## src/rtl/hptw_sv39.sv

```systemverilog
// Sv39 hardware page-table walker.
// On a TLB miss it reads up to three PTEs through one request/response port,
// then either fills the TLB with the leaf PTE or reports a page/access fault.
// Translation stays disabled in every state except IDLE, so walker addresses
// pass through the MMU as physical addresses.
module hptw_sv39 #(
    parameter int XLEN    = 64,
    parameter int PA_BITS = 56
) (
    input  logic               clk,
    input  logic               reset,
    input  logic [XLEN-1:0]    SATP_REGW,
    input  logic               TLBMiss,
    input  logic [XLEN-1:0]    VAdr,
    input  logic               TLBFlush,
    output logic               HPTWReq,
    output logic [PA_BITS-1:0] HPTWAdr,
    input  logic               HPTWReady,
    input  logic               HPTWRespValid,
    input  logic [XLEN-1:0]    HPTWReadPTE,
    input  logic               HPTWRespAccessFault,
    output logic [XLEN-1:0]    PTE,
    output logic [1:0]         PageTypeWriteVal,
    output logic               TLBWrite,
    output logic               DisableTranslation,
    output logic               WalkerPageFault,
    output logic               WalkerAccessFault
);

    // PPN (44) + VPN slice (9) + byte offset of an 8-byte PTE (3)
    localparam int FULL_ADR_W = 56;

    typedef enum logic [2:0] {
        IDLE  = 3'd0,
        REQ   = 3'd1,
        WAIT  = 3'd2,
        FILL  = 3'd3,
        FAULT = 3'd4,
        DRAIN = 3'd5
    } state_t;

    state_t            state_q, state_d;
    logic [1:0]        level_q, level_d;
    logic [43:0]       ppn_q, ppn_d;
    logic [XLEN-1:0]   pte_q, pte_d;
    logic [1:0]        ptype_q, ptype_d;
    logic              acc_fault_q, acc_fault_d;

    logic [8:0]            vpn;
    logic [FULL_ADR_W-1:0] full_adr;
    logic                  pte_v, pte_r, pte_w, pte_x;
    logic                  pte_leaf, pte_invalid, pte_misaligned;

    // Bits of the inputs the walker never looks at.
    logic unused_bits;
    assign unused_bits = ^{SATP_REGW[XLEN-1:44], VAdr[XLEN-1:39], VAdr[11:0]};

    // Select the VPN slice for the current level and form the PTE address.
    always_comb begin
        vpn = VAdr[20:12];
        case (level_q)
            2'd2:    vpn = VAdr[38:30];
            2'd1:    vpn = VAdr[29:21];
            default: vpn = VAdr[20:12];
        endcase
        full_adr = {ppn_q, vpn, 3'b000};
    end

    // Decode the returned PTE: validity, leaf-ness and superpage alignment.
    always_comb begin
        pte_v          = HPTWReadPTE[0];
        pte_r          = HPTWReadPTE[1];
        pte_w          = HPTWReadPTE[2];
        pte_x          = HPTWReadPTE[3];
        pte_leaf       = pte_r | pte_x;
        // W without R is a reserved encoding and faults like V=0.
        pte_invalid    = ~pte_v | (~pte_r & pte_w);
        pte_misaligned = ((level_q == 2'd2) && (HPTWReadPTE[27:10] != 18'd0)) ||
                         ((level_q == 2'd1) && (HPTWReadPTE[18:10] != 9'd0));
    end

    // Next-state logic for the walk FSM and its datapath registers.
    always_comb begin
        state_d     = state_q;
        level_d     = level_q;
        ppn_d       = ppn_q;
        pte_d       = pte_q;
        ptype_d     = ptype_q;
        acc_fault_d = acc_fault_q;
        case (state_q)
            IDLE: begin
                if (TLBMiss && !TLBFlush) begin
                    state_d = REQ;
                    level_d = 2'd2;
                    ppn_d   = SATP_REGW[43:0];
                end
            end
            REQ: begin
                if (TLBFlush) begin
                    state_d = IDLE;
                end else if (HPTWReady) begin
                    state_d = WAIT;
                end
            end
            WAIT: begin
                if (TLBFlush) begin
                    // A response arriving with the flush is simply dropped;
                    // otherwise it is still in flight and must be absorbed.
                    state_d = HPTWRespValid ? IDLE : DRAIN;
                end else if (HPTWRespValid) begin
                    if (HPTWRespAccessFault) begin
                        state_d     = FAULT;
                        acc_fault_d = 1'b1;
                    end else if (pte_invalid) begin
                        state_d     = FAULT;
                        acc_fault_d = 1'b0;
                    end else if (!pte_leaf) begin
                        if (level_q == 2'd0) begin
                            state_d     = FAULT;
                            acc_fault_d = 1'b0;
                        end else begin
                            ppn_d   = HPTWReadPTE[53:10];
                            level_d = level_q - 2'd1;
                            state_d = REQ;
                        end
                    end else if (pte_misaligned) begin
                        state_d     = FAULT;
                        acc_fault_d = 1'b0;
                    end else begin
                        pte_d   = HPTWReadPTE;
                        ptype_d = level_q;
                        state_d = FILL;
                    end
                end
            end
            FILL:    state_d = IDLE;
            FAULT:   state_d = IDLE;
            DRAIN: begin
                if (HPTWRespValid) begin
                    state_d = IDLE;
                end
            end
            default: state_d = IDLE;
        endcase
    end

    // State and datapath registers with synchronous reset.
    always_ff @(posedge clk) begin
        if (reset) begin
            state_q     <= IDLE;
            level_q     <= 2'd2;
            ppn_q       <= '0;
            pte_q       <= '0;
            ptype_q     <= 2'd0;
            acc_fault_q <= 1'b0;
        end else begin
            state_q     <= state_d;
            level_q     <= level_d;
            ppn_q       <= ppn_d;
            pte_q       <= pte_d;
            ptype_q     <= ptype_d;
            acc_fault_q <= acc_fault_d;
        end
    end

    // Outputs are decoded from the registered state; a flush in REQ withholds
    // the request so memory never accepts a walk that is being abandoned.
    always_comb begin
        HPTWReq            = (state_q == REQ) && !TLBFlush;
        HPTWAdr            = (state_q != IDLE) ? full_adr[PA_BITS-1:0] : '0;
        PTE                = pte_q;
        PageTypeWriteVal   = ptype_q;
        TLBWrite           = (state_q == FILL) && !TLBFlush;
        DisableTranslation = (state_q != IDLE);
        WalkerPageFault    = (state_q == FAULT) && !acc_fault_q;
        WalkerAccessFault  = (state_q == FAULT) && acc_fault_q;
    end

endmodule
```

## config.mk

```make
export PLATFORM = sky130hd
export DESIGN_NAME = hptw_sv39
export DESIGN_NICKNAME = d
export VERILOG_FILES = /design/src/rtl/hptw_sv39.sv
export SDC_FILE = /design/constraint.sdc
export NUM_CORES = 1
export LEC_CHECK = 0
export CAP_MARGIN = 20
export CORE_MARGIN = 3
export CORE_UTILIZATION = 32
export DETAILED_ROUTE_END_ITERATION = 6
export PLACE_DENSITY = 0.8
export SLEW_MARGIN = 20
export SYNTH_ARGS = -nofsm -noshare
export SYNTH_HDL_FRONTEND = slang
export SYNTH_SLANG_ARGS = --single-unit
```

## constraint.sdc

```tcl
create_clock -name clk -period 2.5 [get_ports clk]
set_input_delay 0.25 -clock clk [delete_from_list [all_inputs] [get_ports clk]]
set_output_delay 0.25 -clock clk [all_outputs]
set_load 0.03 [all_outputs]
```

======== Word-level counts from Yosys, hierarchy flattened ========
Cells that the tools add are included.
Widths: inputs -> output; s select.
storage, ports and cells
  logic and storage cells ................. 91
  flip-flop bits (word level) ............. 116
  output and inout port bits .............. 127
  input bits .............................. 199
cells by class
  equal/unequal tests ..................... 18
  multiplexer cells ....................... 36
  bitwise operators ....................... 9
  reduce and logical (&&, ||, !) cells .... 21
  add/sub/neg operators ................... 1
operators by type and width
  kind                count
  $mux 44             7
  $pmux 44 s2         1
  $mux 56             1
  $mux 3              12
  $pmux 9 s2          1
  $reduce_bool 18->1  1
  $ne 2x2->1 const B  8
  $mux 2              7
  $pmux 3 s4          1
  $reduce_bool 9->1   1
  $reduce_and 8->1    1
  $logic_and 1x1->1   7
  $reduce_and 7->1    1
  $eq 3x2->1 const B  2
  $eq 3x3->1 const B  2
  $ne 3x3->1 const B  2
  $not 1->1           6
  $mux 1              5
  $reduce_and 5->1    1
  $ne 4x2->1 const B  1
  $pmux 2 s2          1
  $reduce_and 4->1    1
  $reduce_bool 4->1   1
  $eq 3x1->1 const B  1
  11 further kinds    13

======== Longest topological paths before layout ========
  depth after elaboration ................. 10
  gate-level depth with buffers ........... 10
  depth with buffers taken out ............ 7

======== Worst setup path before layout ========
Ideal clock, no wire load.
  path kind ............................... flip-flop to output port
  start ................................... register level_q[0]
  end ..................................... output HPTWAdr[11]
  path buffers ............................ 2
  arrival ................................. 2074 ps
  data required time ...................... 2250 ps
  cell stages (with the launch flop) ...... 7
  slack ................................... 176 ps
  cells stage by stage .................... dfxtp_1 inv_1 ha_1 clkbuf_1 buf_1 nor2_1 a211oi_1
between the ends
  cells in the longest elaborated chain, start to end .. 3
  elaborated cells between the ends (all ways) .. 4
  those cells by class .................... eq/ne (2); mux (2)
ends and longest elaborated chain
  item                                      RTL line  text
  start: declaration                        43        logic [1:0] level_q, level_d;
  start signal: assignment                  158       level_q <= level_d;
  $eq 2x1->1 or $eq 2x2->1 (tied branches)  61        case (level_q)
  $pmux 9 s2 (*)                            61
  $mux 56 (*)                               170       HPTWAdr = (state_q != IDLE) ? full_adr[PA_BITS-1:0] : '0;
  end: declaration                          17        output logic [PA_BITS-1:0] HPTWAdr,
Mark *: on every way between the ends. The rest lies on a longest branch, timed or not.

======== Worst setup path in the final report ========
  start ................................... register level_q[0]
  end ..................................... output HPTWAdr[5]
The elaborated chain is that of the path after synthesis.

==> impl_metrics.ini <==
[run_status]
outcome = completed

[floorplan]
num_rows = 45
chipHeight_um = 133
core_sq_um = 15500
dieArea_sq_um = 17800
floorplan.initialDensity_pct = 33.4
io_pins = 326
die_w_um = 133

[timing]
finClkSkew_ns = 0.0126
period_minus_slack_ns = 2.37
clock.fmax_mhz = 423
maxSlewHeadroom_pct = 57.8
fin_crit_sh_pct = 94.6
hold_viol = 0
setup_viol = 0
finalMaxSlewViolations = 0
worstMarginPinSlew_ns = 0.623
setup_tns_ns = 0
finalWorstSetupSlack_ns = 0.134

[synthesis]
synth_mux_area_share_pct = 0.386
yosys.area.top_type = dfxtp_1
yosysUniqueCellTypes = 40
synth_simple_gate_area_share_pct = 29.5
synth_edf_count = 0
yosysWarnings = 0
synthCells = 687
netlist.area_leader.share_pct = 44.8
synthTopCellsByCount = nand2_1, dfxtp_1, a21oi_1
yosysMostFrequentCell = nand2_1
synth-xor-area-share_pct = 0.169
synthFlopType = dfxtp_1
seq_area_frac_synth_pct = 44.8
yosys.area_share.adder_pct = 0.724
synth_top_family_by_area = simple AND/OR/NAND/NOR gates
ys_ff_latch = 116
syn_area_sq_um = 5190
async_reset_ff_share_pct = 0
synth_compound_area_share_pct = 18.4
synthTopCellsByArea = dfxtp_1, nand2_1, a311oi_1
syn_area_per_cell_sq_um = 7.55

[critical_path]
worstSetupStartpointType = flip-flop
cp-end-kind = output port
ff2ff_path_depth = 9
cp_max_fo = 9
crit_type = reg -> out
worstPathRequired_ns = 2.25
critical_path_arrival_ns = 2.12

[grt]
grt_first_pass_wirelength_mm = 29.2
grt_antenna_before_repair = 0
grt.total_usage_pct = 20.6
grt_overflow = 0
grt_pass1_vias = 5467
grt_max_degree = 67

[clocking]
cts_tree = done
clock-sinks = 116
h-tree-depth = 4
numCtsBuffers = 17
holdBufCountCts = 0
clock_path_buffers = 2
cts.clk_slew.worst_paths_ns = 0.06
clk_latency_ns = 0.42
cts_root_buffer = clkbuf_16

[drt]
drc = 0
vias = 5613
drt_iter0_drc = 219
wire_per_inst_um = 16.0
totalWireLength_mm = 18.7
firstDrtPassIters = 4
viasPerCell = 4.82
ant_nets = 0

[power]
leakage_nw = 3.17
power_density_nw_per_um2 = 688
irDropWorstVdd_mv = 0.441

[placed_design]
io_buffers = 265
dpl-instance-area_sq_um = 8150
place.gp.congestion = 0.776
pre_cts_ws_ns = -0.0282
dpl.hpwl_mm = 12.9

[finish]
drive_gt1_share_pct = 8.60
syn2layout_area_growth_pct = 69.7
antenna_cells = 0
finalCoreUtilization_pct = 56.7
finalNetCount = 1143
fillers = 1450
fin_area_sq_um = 8800

[hold_path]
whs_path_depth = 2
min_path_type = in -> reg

[flow_run]
drv_cap = 0
-- where the power goes --
| group | internal [W] | leakage (nW) | switching, W |
|---|---|---|---|
| registers | 0.00195 | 0.943 | 0.0000592 |
| clock network | 0.00182 | 0.323 | 0.000887 |
| logic | 0.000599 | 1.90 | 0.000742 |
| total | 0.00437 | 3.17 | 0.00169 |
-- final timing paths --
path,start,to,slack (ns)
worst max-delay path,level_q[0],HPTWAdr[5],0.13
worst min register to register,PTE[47],PTE[47],0.45
worst max register to register,level_q[0],PTE[54],0.20
worst min-delay path,reset,PTE[12],0.14
-- logic make-up (layout without fill, tap and decap cells) --
| kind of cell | Yosys count | count (layout) |
|---|---|---|
| fa+ha+maj | 3 | 3 |
| other cells | 1 | 3 |
| simple gates | 352 | 352 |
| compound gates | 143 | 143 |
| flops | 116 | 116 |
| xor+xnor | 1 | 1 |
| mux | 2 | 2 |
| buf+inv | 69 | 334 |
-- sequential cells by signal, summed over array words and instances (netlist names) --
register,count
level_q,2
ppn_q,44
state_q,3
acc_fault_q,1
PageTypeWriteVal,2
PTE,64
-- worst max-delay path: stages (launching register included) --
cell,delay [ns]
dfxtp_1,0.31
inv_1,0.11
buf_4,0.13
ha_1,0.18
buf_4,0.18
a22oi_1,0.08
a211oi_1,0.26
dlygate4sd2_1,0.44
-- stage by stage --
stage                     hold WS [ns]  power (W)  cells
after CTS                        0.124    0.00613   1165
after floorplan                  0.354    0.00276    689
after detailed placement         0.444    0.00342   1133
final                            0.142    0.00606   1165
after global routing             0.137    0.00631   1165
after global placement           0.438    0.00341   1133
-- what timing repair did --
item	4_1_cts	5_1_grt
buffers inserted	0	0
gates resized for setup	11	5
pin swaps	0	1
endpoints found under the setup margin	13	16
-- final cells by class --
class / instances / area [sq um] / area share, %
timing repair buffer: 296 / 2930 / 33.3
sequential: 116 / 2320 / 26.4
multi-input combinational: 504 / 2610 / 29.6
clock inverter: 13 / 204 / 2.32
inverter: 6 / 22.5 / 0.256
clock buffer: 19 / 453 / 5.14
tap: 211 / 264 / 3.00
-- layout by cell type (no fill, tap or decap), drive strengths merged, types with 4 or more instances in the layout --
master,Yosys,final
buf,27,38
nor2b,46,46
nand2,219,219
nor2,60,60
a22oi,9,9
a211oi,9,9
inv,6,7
dfxtp,116,116
clkinv,0,6
nor4,4,4
clkdlybuf4s50,0,249
a311oi,44,44
clkbuf,36,20
o21ai,5,5
bufinv,0,5
a21oi,67,67
nor3,6,6
dlygate4sd2,0,8
-- metal layers --
metal,vias up,share of wire [%],GRT usage (%)
met4,0,2.0,7.43
met5,-,0,0
met1,2580,41,23.9
met3,28,8.2,7.82
li1,2815,-,-
met2,190,49,34.7
No activity file was read; power rests on OpenSTA's default activity.
